$ cat config.mk
export PLATFORM = sky130hd
export DESIGN_NAME = overflow_reporter
export DESIGN_NICKNAME = d
export VERILOG_FILES = /design/src/rtl/overflow_reporter.sv
export SDC_FILE = /design/constraint.sdc
export NUM_CORES = 1
export LEC_CHECK = 0
export CAP_MARGIN = 40
export CORE_UTILIZATION = 48
export DETAILED_ROUTE_END_ITERATION = 8
export GPL_TIMING_DRIVEN = 1
export MAX_ROUTING_LAYER = met4
export PLACE_DENSITY = 0.76
export SLEW_MARGIN = 20
export SYNTH_ARGS = -nofsm -noshare
export SYNTH_HDL_FRONTEND = slang
export SYNTH_SLANG_ARGS = --single-unit
$ cat constraint.sdc
create_clock -name clk -period 1.62 [get_ports clk]
set_input_delay 0.324 -clock clk [delete_from_list [all_inputs] [get_ports clk]]
set_output_delay 0.324 -clock clk [all_outputs]
set_load 0.01 [all_outputs]
$ cat src/rtl/overflow_reporter.sv
// Snapshots the sticky detector overflow flags, streams them as a valid/ready report,
// then pulses oflow_Clr. Per-channel rise counters are added when OFLOW_COUNT_EN is defined.
module overflow_reporter #(
    parameter int N_CH       = 8,
    parameter int CLR_CYCLES = 2
) (
    input  logic            clk,
    input  logic            rst_n,
    input  logic [N_CH-1:0] oflow_state,
    input  logic            rd_req,
    input  logic            out_ready,
    output logic            out_valid,
    output logic [15:0]     out_data,
    output logic            out_last,
    output logic            oflow_Clr,
    output logic            busy
);

`ifdef OFLOW_COUNT_EN
    localparam int N_WORDS = N_CH + 2;
`else
    localparam int N_WORDS = 2;
`endif
    localparam logic [4:0] LAST_IDX = 5'(N_WORDS - 1);
    localparam logic [3:0] CLR_LAST = 4'(CLR_CYCLES - 1);

    typedef enum logic [1:0] {
        ST_IDLE  = 2'd0,
        ST_SNAP  = 2'd1,
        ST_SEND  = 2'd2,
        ST_CLEAR = 2'd3
    } state_t;

    state_t               state_q, state_d;
    logic [N_CH-1:0]      stk_q, stk_d;
    logic [N_CH-1:0]      snap_q, snap_d;
    logic [4:0]           idx_q, idx_d;
    logic [3:0]           clr_cnt_q, clr_cnt_d;
    logic                 out_valid_q, out_valid_d;
    logic                 out_last_q, out_last_d;
    logic [15:0]          out_data_q, out_data_d;
    logic                 clr_q, clr_d;
    logic                 busy_q, busy_d;
    logic                 hs_s;
    logic                 clr_entry_s;
    logic [N_CH-1:0][7:0] cnt_snap_s;

    function automatic logic [15:0] word_at(input logic [4:0]           k,
                                            input logic [N_CH-1:0]      snap,
                                            input logic [N_CH-1:0][7:0] cs);
        logic [15:0] w;
        w = 16'h0000;
        if (k == 5'd0) begin
            w = {8'hA5, 8'(N_CH)};
        end else if (k == 5'd1) begin
            w = 16'(snap);
        end else begin
            for (int i = 0; i < N_CH; i++) begin
                if (k == 5'(i + 2)) begin
                    w = {8'(i), cs[i]};
                end else begin
                    w = w;
                end
            end
        end
        return w;
    endfunction

    assign hs_s        = out_valid_q && out_ready;
    assign clr_entry_s = (state_q == ST_SEND) && hs_s && out_last_q;

`ifdef OFLOW_COUNT_EN
    logic [N_CH-1:0][7:0] cnt_q, cnt_d;
    logic [N_CH-1:0][7:0] cnt_snap_q, cnt_snap_d;
    logic [N_CH-1:0]      prev_q;

    // Rise counters: saturate at 255, frozen in CLEAR, reported channels zeroed on CLEAR entry.
    always_comb begin
        cnt_d = cnt_q;
        for (int i = 0; i < N_CH; i++) begin
            if (state_q == ST_CLEAR) begin
                cnt_d[i] = cnt_q[i];
            end else if (clr_entry_s && snap_q[i]) begin
                cnt_d[i] = 8'h00;
            end else if (oflow_state[i] && !prev_q[i] && (cnt_q[i] != 8'hFF)) begin
                cnt_d[i] = cnt_q[i] + 8'h01;
            end else begin
                cnt_d[i] = cnt_q[i];
            end
        end
        if (state_q == ST_SNAP) begin
            cnt_snap_d = cnt_d;
        end else begin
            cnt_snap_d = cnt_snap_q;
        end
    end

    // Counter, counter snapshot and edge-reference registers.
    always_ff @(posedge clk or negedge rst_n) begin
        if (!rst_n) begin
            cnt_q      <= '0;
            cnt_snap_q <= '0;
            prev_q     <= '0;
        end else begin
            cnt_q      <= cnt_d;
            cnt_snap_q <= cnt_snap_d;
            prev_q     <= oflow_state;
        end
    end

    assign cnt_snap_s = cnt_snap_q;
`else
    assign cnt_snap_s = '0;
`endif

    // FSM state register.
    always_ff @(posedge clk or negedge rst_n) begin
        if (!rst_n) begin
            state_q <= ST_IDLE;
        end else begin
            state_q <= state_d;
        end
    end

    // FSM next-state logic; requests outside IDLE are dropped.
    always_comb begin
        state_d = state_q;
        case (state_q)
            ST_IDLE: begin
                if (rd_req) state_d = ST_SNAP;
                else        state_d = ST_IDLE;
            end
            ST_SNAP: begin
                state_d = ST_SEND;
            end
            ST_SEND: begin
                if (hs_s && out_last_q) state_d = ST_CLEAR;
                else                    state_d = ST_SEND;
            end
            ST_CLEAR: begin
                if (clr_cnt_q == CLR_LAST) state_d = ST_IDLE;
                else                       state_d = ST_CLEAR;
            end
            default: begin
                state_d = ST_IDLE;
            end
        endcase
    end

    // Datapath and registered-output next values.
    always_comb begin
        stk_d       = stk_q;
        snap_d      = snap_q;
        idx_d       = idx_q;
        clr_cnt_d   = 4'd0;
        out_valid_d = out_valid_q;
        out_data_d  = out_data_q;
        out_last_d  = out_last_q;

        // Bits raised after the snapshot survive the clear.
        if (state_q == ST_CLEAR) begin
            stk_d     = stk_q;
            clr_cnt_d = clr_cnt_q + 4'd1;
        end else if (clr_entry_s) begin
            stk_d = (stk_q | oflow_state) & ~snap_q;
        end else begin
            stk_d = stk_q | oflow_state;
        end

        case (state_q)
            ST_SNAP: begin
                snap_d      = stk_q | oflow_state;
                idx_d       = 5'd0;
                out_valid_d = 1'b1;
                out_data_d  = word_at(5'd0, snap_q, cnt_snap_s);
                out_last_d  = (LAST_IDX == 5'd0);
            end
            ST_SEND: begin
                if (hs_s && out_last_q) begin
                    out_valid_d = 1'b0;
                    out_data_d  = 16'h0000;
                    out_last_d  = 1'b0;
                end else if (hs_s) begin
                    idx_d      = idx_q + 5'd1;
                    out_data_d = word_at(idx_q + 5'd1, snap_q, cnt_snap_s);
                    out_last_d = ((idx_q + 5'd1) == LAST_IDX);
                end else begin
                    out_data_d = out_data_q;
                end
            end
            default: begin
                out_valid_d = 1'b0;
                out_data_d  = 16'h0000;
                out_last_d  = 1'b0;
            end
        endcase

        clr_d  = (state_d == ST_CLEAR);
        busy_d = (state_d != ST_IDLE);
    end

    // Datapath and output registers.
    always_ff @(posedge clk or negedge rst_n) begin
        if (!rst_n) begin
            stk_q       <= '0;
            snap_q      <= '0;
            idx_q       <= 5'd0;
            clr_cnt_q   <= 4'd0;
            out_valid_q <= 1'b0;
            out_data_q  <= 16'h0000;
            out_last_q  <= 1'b0;
            clr_q       <= 1'b0;
            busy_q      <= 1'b0;
        end else begin
            stk_q       <= stk_d;
            snap_q      <= snap_d;
            idx_q       <= idx_d;
            clr_cnt_q   <= clr_cnt_d;
            out_valid_q <= out_valid_d;
            out_data_q  <= out_data_d;
            out_last_q  <= out_last_d;
            clr_q       <= clr_d;
            busy_q      <= busy_d;
        end
    end

    assign out_valid = out_valid_q;
    assign out_data  = out_data_q;
    assign out_last  = out_last_q;
    assign oflow_Clr = clr_q;
    assign busy      = busy_q;

endmodule

==> impl_metrics.ini <==
[finish]
fin_nets = 291
final_area_um2 = 2860
antenna_cells = 0
final_util_pct = 65.8
multiInputGateArea_um2 = 1090
instances_no_fill = 321
fillers = 329
drive_above_1_share_pct = 24.2
seqCellArea_um2 = 1080
areaGrowthSynthToFinish_pct = 31.6

[synthesis]
syn-cell-area_um2 = 2180
ys_types = 44
synth_common_cells = dfrtp_1, a21oi_1, nor2_1
synth_ff_type = dfrtp_1
yosysTopAreaCell = dfrtp_1
synth_edf_count = 0
ys_seq_area_share_pct = 49.5
synthMostInstantiatedCell = dfrtp_1
synth_cells = 219
synth_seq_cells = 43
synth_top_area_share_pct = 49.5
synth_top_cells_by_area = dfrtp_1, a21oi_1, ha_1
async_flop_share_pct = 100
avgSynthCellArea_um2 = 9.94
ys_warn_count = 0

[detailed_routing]
drc = 0
wire_per_inst_um = 15.4
first_pass_iters = 4
drt-initial-drc-count = 189
routed_wl_um = 4940
ant_nets = 0
dr_total_vias = 1772
vias_per_cell = 5.52

[critical_path]
critPathCaptureType = flip-flop
r2r-end = out_data[6]
worstPathArrival_ns = 1.88
r2r-start = idx_q[1]
ff2ff_path_depth = 6
rrSetupSlack_ns = -0.01
path_max_fanout = 7
required_ns = 1.87
critPathLaunchType = flip-flop
critical_path_class = reg -> reg

[clock_tree]
root_buffer = clkbuf_8
cts_setup_buffers = 0
cts_hold_buf = 0
cts_max_level = 2
clkLatencyLatePin_ns = 0.31
clockBufferDepth = 2
cts_tree = yes
clk_pin_slew_worst_paths_ns = 0.09
cts_buffers = 5
cts_sinks = 43

[power]
p_sw_share_pct = 36.2
powerDensity_nw_per_um2 = 1450
combinationalPowerShare_pct = 45.0
clkPwrFrac_pct = 20.6
p_int_mw = 2.64
vdd_ir_drop_max_uv = 1180
fin_total_pwr_mw = 4.15
switchingPower_mw = 1.50
p_leak_nw = 1.24
sequentialPowerShare_pct = 34.4

[timing]
finalHoldViolCount = 0
clock.fmax_mhz = 612
relSlewSlack_pct = 59.3
fin_crit_sh_pct = 101
worstMarginPinSlew_ns = 0.610
period_needed_ns = 1.63
drv_slew = 0
fin_worst_skew_ns = 0.0112
rsz0062_at_grt = true
setup_viol = 4
setup_slack_ns = -0.0127

[min_path]
hold_path_class = in -> async

[placed_design]
dpl-instance-area_um2 = 2640
pre_cts_slack_ns = -0.206
dp_cells = 313
gp_congestion = 0.918
io_buffers = 28
dpl.hpwl_um = 3410

[grt]
grt_pass1_vias = 1692
grt_usage_pct = 22.2
met1_usage_pct = 29.0
grt_antenna_before_repair = 0
grt_pass1_wl_um = 8000
grt_use_met2_pct = 33.7
grt-ovfl-total = 0
grt_max_degree = 27
grt_busiest_layer = met2
grtUsageMet3_pct = 4.22

[die]
initial_core_util_pct = 50.0
core-area_um2 = 4350
fp.dieH_um = 69.3
io_pins = 32
dieArea_um2 = 4810
die_w_um = 69.3
rows = 24

[run]
maxCapViolCount = 0

[run_status]
status = finished, violations left
violations = setup timing
-- layout make-up --
type / count / area share, %
Multi-Input combinational cell: 155 / 38.0
Sequential cell: 43 / 37.7
Timing Repair Buffer: 52 / 16.6
Clock buffer: 5 / 2.40
Tap cell: 52 / 2.27
Clock inverter: 3 / 1.53
Inverter: 11 / 1.44
-- critical path, cell delays in order, from the launching register on --
cell and delay [ns]:
dfrtp_1 0.43, ha_4 0.21, and4_4 0.21, and3_4 0.19, a31oi_4 0.05, nor3_4 0.30
a22o_1 0.18
-- flip-flops by register name, indices dropped and copies added (netlist names) --
name / count
idx_q: 5
busy: 1
oflow_Clr: 1
snap_q: 8
out_data: 12
out_last: 1
state_q: 2
clr_cnt_q: 4
stk_q: 8
out_valid: 1
-- worst max-delay path by stage --
stage	start	to	slack (ns)	depth (start not counted)
floorplan	idx_q[0]	out_data[1]	0.0009	7
global placement	out_ready	out_data[2]	-0.17	6
finish	idx_q[1]	out_data[6]	-0.01	6
global route	idx_q[1]	out_data[6]	-0.09	6
CTS	idx_q[1]	out_data[6]	-0.02	6
detailed placement	out_ready	out_data[6]	-0.21	6
-- repair_timing --
action                     4_1_cts  5_1_grt
pin swaps                        6        6
gates resized for setup         14       15
setup endpoints to repair       11       17
-- metrics by stage --
stage,hold WS [ns],TNS [ns]
detailed placement,0.370,-2.04
global route,0.0609,-0.500
finish,0.0154,-0.0176
floorplan,0.0284,0
global placement,0.362,-1.57
CTS,0.0326,-0.0890
-- cell usage in the layout (no fill, tap or decap), types with 2 or more instances in the layout --
master,count
inv_2,2
nor2b_1,2
clkbuf_8,5
dfrtp_2,4
nand2_1,12
nand2_2,2
a21o_1,3
nor2_1,29
buf_6,2
xor2_1,3
and2_4,2
ha_1,6
nor2_2,2
ha_4,4
o21ai_0,8
a21oi_1,29
o31ai_1,2
o211ai_1,3
inv_1,9
buf_4,21
dfrtp_1,39
a31oi_4,2
a22o_1,9
conb_1,3
clkdlybuf4s50_1,25
nand3_1,7
a21oi_2,3
-- routing by layer --
| layer | vias to the layer above | wire, µm |
|---|---|---|
| li1 | 862 | - |
| met1 | 851 | 2210 |
| met2 | 49 | 2430 |
| met3 | 10 | 203 |
| met4 | 0 | 102 |
| met5 | - | 0 |
-- logic make-up (layout without fill, tap and decap cells) --
family                   after synthesis  after routing  share of synthesized area (%)
other                                  1              3                          0.172
AO/OA/AOI/OAI                         69             69                           21.0
XOR/XNOR                               5              5                           2.36
multiplexers                           1              1                          0.460
adder cells (fa/ha/maj)               11             11                           6.33
flip-flops                            43             43                           49.5
AND/OR/NAND/NOR                       66             66                           14.5
buffers and inverters                 23             71                           5.69
-- power groups by stage --
stage / logic, mW / registers (mW) / clock network, mW
final: 1.87 / 1.43 / 0.854
after floorplan: 0.853 / 1.44 / 0
after detailed placement: 1.62 / 1.42 / 0
after CTS: 1.67 / 1.41 / 0.855
after global routing: 2.02 / 1.45 / 0.898
after global placement: 1.59 / 1.41 / 0
No activity file was read; power rests on OpenSTA's default activity.
